## src/rtl/base58_char_serializer.sv

```systemverilog
// base58_char_serializer
// Takes one 3-character base-58 ASCII frame (char_2 most significant) and
// emits it byte by byte over a valid/ready stream, most significant first.
// Counts fully emitted frames in frame_count (wraps modulo 2^CNT_W).
//
// Optional feature macro: LEADING_ZERO_SUPPRESS_EN
//   defined   : leading '0' (8'h30) characters in char_2/char_1 are skipped
//               at capture; char_0 is always emitted.
//   undefined : every frame is exactly 3 bytes, no comparison logic.
module base58_char_serializer #(
  parameter int unsigned CNT_W = 16
) (
  input  logic             clk,
  input  logic             rst,
  input  logic             in_valid,
  output logic             in_ready,
  input  logic [7:0]       char_2,
  input  logic [7:0]       char_1,
  input  logic [7:0]       char_0,
  output logic             out_valid,
  input  logic             out_ready,
  output logic [7:0]       out_data,
  output logic             out_last,
  output logic [CNT_W-1:0] frame_count
);

  typedef enum logic [0:0] {
    IDLE = 1'b0,
    SEND = 1'b1
  } state_t;

  // Index encoding: 0 selects char_2, 1 selects char_1, 2 selects char_0.
  localparam logic [1:0] IDX_C2 = 2'd0;
  localparam logic [1:0] IDX_C1 = 2'd1;
  localparam logic [1:0] IDX_C0 = 2'd2;

  state_t           state_q, state_d;
  logic [1:0]       idx_q, idx_d;
  logic [7:0]       c2_q, c2_d;
  logic [7:0]       c1_q, c1_d;
  logic [7:0]       c0_q, c0_d;
  logic [CNT_W-1:0] cnt_q, cnt_d;

  logic             accept;
  logic             xfer;
  logic             at_last;
  logic [1:0]       start_idx;

  // Handshake qualifiers shared by the next-state logic.
  always_comb begin
    accept  = (state_q == IDLE) && in_valid;
    xfer    = (state_q == SEND) && out_ready;
    at_last = (idx_q == IDX_C0);
  end

`ifdef LEADING_ZERO_SUPPRESS_EN
  // First byte to emit: skip leading '0' characters, never past char_0.
  always_comb begin
    start_idx = IDX_C2;
    if (char_2 == 8'h30) begin
      if (char_1 == 8'h30) begin
        start_idx = IDX_C0;
      end else begin
        start_idx = IDX_C1;
      end
    end
  end
`else
  // First byte to emit: always char_2.
  always_comb begin
    start_idx = IDX_C2;
  end
`endif

  // State and datapath registers; synchronous reset overrides everything.
  always_ff @(posedge clk) begin
    if (rst) begin
      state_q <= IDLE;
      idx_q   <= '0;
      c2_q    <= '0;
      c1_q    <= '0;
      c0_q    <= '0;
      cnt_q   <= '0;
    end else begin
      state_q <= state_d;
      idx_q   <= idx_d;
      c2_q    <= c2_d;
      c1_q    <= c1_d;
      c0_q    <= c0_d;
      cnt_q   <= cnt_d;
    end
  end

  // Next-state: capture in IDLE, advance index on each transfer, close frame on last.
  always_comb begin
    state_d = state_q;
    idx_d   = idx_q;
    c2_d    = c2_q;
    c1_d    = c1_q;
    c0_d    = c0_q;
    cnt_d   = cnt_q;
    unique case (state_q)
      IDLE: begin
        if (accept) begin
          c2_d    = char_2;
          c1_d    = char_1;
          c0_d    = char_0;
          idx_d   = start_idx;
          state_d = SEND;
        end
      end
      SEND: begin
        if (xfer) begin
          if (at_last) begin
            idx_d   = '0;
            cnt_d   = cnt_q + 1'b1;
            state_d = IDLE;
          end else begin
            idx_d   = idx_q + 2'd1;
          end
        end
      end
      default: begin
        state_d = IDLE;
        idx_d   = '0;
      end
    endcase
  end

  // Outputs: handshake flags from state, byte selected by the held index.
  always_comb begin
    in_ready    = (state_q == IDLE) && !rst;
    out_valid   = (state_q == SEND);
    out_last    = 1'b0;
    out_data    = '0;
    frame_count = cnt_q;
    if (state_q == SEND) begin
      out_last = at_last;
      unique case (idx_q)
        IDX_C2:  out_data = c2_q;
        IDX_C1:  out_data = c1_q;
        IDX_C0:  out_data = c0_q;
        default: out_data = '0;
      endcase
    end
  end

endmodule

```

## config.mk

```make
export PLATFORM = sky130hd
export DESIGN_NAME = base58_char_serializer
export DESIGN_NICKNAME = d
export VERILOG_FILES = /design/src/rtl/base58_char_serializer.sv
export SDC_FILE = /design/constraint.sdc
export NUM_CORES = 1
export LEC_CHECK = 0
export CAP_MARGIN = 10
export CELL_PAD_IN_SITES_DETAIL_PLACEMENT = 1
export CELL_PAD_IN_SITES_GLOBAL_PLACEMENT = 1
export CORE_UTILIZATION = 37
export CTS_CLUSTER_DIAMETER = 40
export DETAILED_ROUTE_END_ITERATION = 8
export MAX_ROUTING_LAYER = met4
export PLACE_DENSITY = 0.84
export SKIP_CTS_REPAIR_TIMING = 1
export SLEW_MARGIN = 20
export SYNTH_ARGS = -nofsm -noshare
export SYNTH_HDL_FRONTEND = slang
export SYNTH_SLANG_ARGS = --single-unit
```

## constraint.sdc

```tcl
create_clock -name clk -period 3.9 [get_ports clk]
set_input_delay 1.17 -clock clk [delete_from_list [all_inputs] [get_ports clk]]
set_output_delay 1.17 -clock clk [all_outputs]
set_load 0.01 [all_outputs]
```

==> results of run 1 <==
metal layers:
layer	track usage (%)	part of all wire, %	wire, um
met5	-	0	0
met4	8.18	1.7	85
met3	4.02	3.4	164
met2	34.7	51	2480
met1	23.3	44	2160
logic make-up (layout without fill, tap and decap cells):
logic type / Yosys count / count (layout) / synth area share [%]
compound gates: 41 / 41 / 11.1
xor+xnor: 9 / 9 / 4.01
fa+ha+maj: 1 / 1 / 0.636
buf+inv: 19 / 67 / 4.07
flops: 43 / 43 / 43.8
mux: 12 / 12 / 6.30
simple gates: 121 / 121 / 30.2
worst max-delay path by stage:
stage          slack (ns)  cells past startpoint     endpoint             startpoint
6_report             0.33                      5  out_data[4]  idx_q[1]$_SDFFE_PP0P_
5_1_grt              0.11                      5  out_data[4]  idx_q[1]$_SDFFE_PP0P_
4_1_cts              0.29                      5  out_data[4]  idx_q[1]$_SDFFE_PP0P_
3_5_place_dp         0.45                      3     in_ready                    rst
3_3_place_gp         0.45                      3     in_ready                    rst
2_1_floorplan        0.91                      3     in_ready                    rst
cells in the mapped netlist:
master / n / area share [%]
sky130_fd_sc_hd__and3_1: 1 / 0.32
sky130_fd_sc_hd__a22oi_1: 1 / 0.38
sky130_fd_sc_hd__nor4_4: 1 / 1.1
sky130_fd_sc_hd__nand3_2: 1 / 0.51
sky130_fd_sc_hd__nand3b_1: 1 / 0.38
sky130_fd_sc_hd__buf_2: 1 / 0.25
sky130_fd_sc_hd__nand2_1: 63 / 12
sky130_fd_sc_hd__xor2_1: 4 / 1.8
sky130_fd_sc_hd__nand4b_4: 1 / 1.2
sky130_fd_sc_hd__o31ai_1: 2 / 0.76
sky130_fd_sc_hd__mux2i_1: 9 / 4.6
sky130_fd_sc_hd__nand2b_1: 1 / 0.32
sky130_fd_sc_hd__nor2_1: 17 / 3.2
sky130_fd_sc_hd__inv_1: 2 / 0.38
sky130_fd_sc_hd__mux2_2: 3 / 1.7
sky130_fd_sc_hd__and2_1: 10 / 3.2
sky130_fd_sc_hd__o41ai_1: 1 / 0.45
sky130_fd_sc_hd__xnor2_1: 5 / 2.2
sky130_fd_sc_hd__or4_1: 2 / 0.76
sky130_fd_sc_hd__nand2_2: 1 / 0.32
sky130_fd_sc_hd__nand4_1: 3 / 0.95
sky130_fd_sc_hd__dfxtp_1: 43 / 44
sky130_fd_sc_hd__and3_2: 1 / 0.38
sky130_fd_sc_hd__nand3_1: 6 / 1.5
sky130_fd_sc_hd__o21ai_0: 7 / 1.8
sky130_fd_sc_hd__buf_1: 2 / 0.38
sky130_fd_sc_hd__or3_1: 1 / 0.32
sky130_fd_sc_hd__o22ai_1: 1 / 0.32
sky130_fd_sc_hd__and4b_1: 1 / 0.51
sky130_fd_sc_hd__clkbuf_1: 12 / 2.3
sky130_fd_sc_hd__nor3_1: 3 / 0.76
sky130_fd_sc_hd__nor2b_1: 5 / 1.6
sky130_fd_sc_hd__and4_1: 1 / 0.45
sky130_fd_sc_hd__ha_1: 1 / 0.64
sky130_fd_sc_hd__nor4_1: 1 / 0.32
sky130_fd_sc_hd__buf_4: 2 / 0.76
sky130_fd_sc_hd__a21oi_1: 29 / 7.4
power by group:
part / internal, W / switching (W)
Clock: 0.000126 / 0.000153
Sequential: 0.000454 / 0.0000143
Combinational: 0.0000506 / 0.0000415
cell type report:
class                   count  share of cell area (%)
well taps                  70                    3.33
clock buffers               7                    2.91
repair buffers             57                    21.4
inverters                   2                   0.286
clock inverters             1                   0.191
flip-flops and latches     43                    32.8
multi-input cells         184                    39.1
worst reg2reg max path: cells and delay by family (launching register included):
kind,cells,cell delay (ns)
AOI/OAI and AO/OA,1,0.14
and+or+nand+nor,3,1.09
DFF,1,0.73
cell usage in the layout, fill, tap and decap left out, drive strengths merged:
master / instances
nor2: 17
clkinv: 1
or3: 1
inv: 2
nand4b: 1
dfxtp: 43
buf: 3
nand2: 64
and3: 2
o21ai: 7
clkdlybuf4s50: 54
a22oi: 1
nand2b: 1
nand3: 7
o31ai: 2
nor4: 2
xor2: 4
mux2: 3
nand4: 3
ha: 1
a21oi: 29
nand3b: 1
nor2b: 5
or4: 2
and2: 10
o22ai: 1
mux2i: 9
nor3: 3
o41ai: 1
xnor2: 5
and4b: 1
and4: 1
clkbuf: 7
through the flow:
step	instance area, um^2	instances	setup slack [ns]	total power, W	util (%)
floorplan	1970	246	0.906	0.000522	-
global placement	2540	356	0.445	0.000569	49.8
detailed placement	2540	356	0.446	0.000572	49.8
CTS	2630	364	0.295	0.000852	51.4
global route	2630	364	0.115	0.000881	51.4
finish	2630	364	0.327	0.000840	51.4
state kept, by name, indices dropped and copies added, names as in the netlist:
name,count
out_valid,1
c2_q,8
c1_q,8
idx_q,2
frame_count,16
c0_q,8
==> impl_metrics.ini, run 1 <==
[run_status]
status = finished, final reports clean

[job]
cap_viol_max_count = 0

[drt]
drt_first_pass_iters = 4
total_wire_length_after_detailed_routing_um = 4890
drc = 0
wl_per_cell_um = 13.4
drtAntennaViolNets = 0
detailroute.via_count = 1801
drt-vias-per-instance = 4.95
drtIter0Drc = 90

[cells_and_area]
syn2layout_area_growth_pct = 33.5
count_of_inserted_antenna_diode_cells = 0
finalNetCount = 322
drive_above_1_share_pct = 5.78
sequential_cell_area_um2 = 861
multi_input_area_um2 = 1030
nFillCells = 642

[synthesis]
synth_seq_area_share_pct = 43.8
yosys_warnings = 0
synth_cells = 246
synth_area_um2 = 1970
synth.avg_cell_area_um2 = 8.00
ys_seq_elements = 43
synth.net_count = 275
yosysUniqueCellTypes = 37

[clocking]
tritoncts.num_buffers = 5
path_clk_slew_ns = 0.08
max-clock-path-buffers = 2
clock_sinks = 43
cts.htree.levels = 2
cts_tree = built
worst_skew_pair.late_latency_ns = 0.30
clock-root-buffer = sky130_fd_sc_hd__clkbuf_8

[floorplan]
start_util_pct = 38.5
fp.dieArea_um2 = 5610
io_pins = 55
core_area_um2 = 5110
fp.dieH_um = 74.9
fp-row-count = 26
die_width_um = 74.9

[pwr]
max-vdd-ir-drop_v = 0.000186
total_leakage_power_nw = 0.940
power-per-cell-area_nw_per_um2 = 320

[critical_path]
crit_path_top_delay_cell = sky130_fd_sc_hd__dfxtp_1
cp_num_buf_inv = 1
crit_arrival_ns = 2.40
crit_path_start_kind = register
reg2reg_to = frame_count[10]$_SDFFE_PP0P_
reg2regPathDepth = 4
worst_path_largest_cell_delay_ns = 0.66
critical-path-top-delay-family = simple AND/OR/NAND/NOR gates
worstSetupPathType = reg2out
path_cells = nor2b_1 -> nand2_1 -> o21ai_0 -> and2_1 -> clkdlybuf4s50_1
setup.reg_to_reg.worst_slack_ns = 1.87
reg2reg_from = out_valid$_SDFF_PP0_
critPathMaxFanout = 15
worstPathRequired_ns = 2.73
worstSetupEndpointType = output pin

[global_route]
grt_usage_pct = 20.3
first_pass_grt_wire_length_um = 8200
grt_antenna_before_repair = 0
grt_overflow_total = 0
grt_pass1_vias = 1776
grt_max_degree = 47

[sta]
clock-skew-final_ns = 0.00661
maxClockFrequency_ghz = 0.280
maxSlewViolCount = 0
finalSetupViolCount = 0
fin_hold_ws_ns = 0.454
tightestPinTransition_ns = 0.882
rsz0062_at_grt = false
slew_headroom_pct = 41.2
final.setup.tns_ns = 0
period_share_pct = 91.6
final-hold-violation-count = 0
post-route-min-period_ns = 3.57

[worst_hold_path]
worst_hold_path.endpoint = c1_q[0]$_SDFFE_PP0P_
hold_path.class = reg2reg
worstHoldStart = c1_q[0]$_SDFFE_PP0P_
holdPathStages = 2

[placed_design]
port_buffers = 54
dp_hpwl_um = 3490
finalWeightedCongestion = 0.801
Power figures use the tool's default switching activity.
==> inputs of run 2 (changes only) <==
--- a/config.mk
+++ b/config.mk
@@ -14,7 +14,7 @@
 export MAX_ROUTING_LAYER = met4
 export PLACE_DENSITY = 0.84
 export SKIP_CTS_REPAIR_TIMING = 1
-export SLEW_MARGIN = 20
+export SLEW_MARGIN = 25
 export SYNTH_ARGS = -nofsm -noshare
 export SYNTH_HDL_FRONTEND = slang
 export SYNTH_SLANG_ARGS = --single-unit
==> results of run 2 <==
Same layout as run 1: the final DEF is identical, and so are final timing and power.
==> inputs of run 3 (changes only) <==
--- a/config.mk
+++ b/config.mk
@@ -14,7 +14,6 @@
 export MAX_ROUTING_LAYER = met4
 export PLACE_DENSITY = 0.84
 export SKIP_CTS_REPAIR_TIMING = 1
-export SLEW_MARGIN = 25
 export SYNTH_ARGS = -nofsm -noshare
 export SYNTH_HDL_FRONTEND = slang
 export SYNTH_SLANG_ARGS = --single-unit
==> results of run 3 <==
Same layout as run 1: the final DEF is identical, and so are final timing and power.
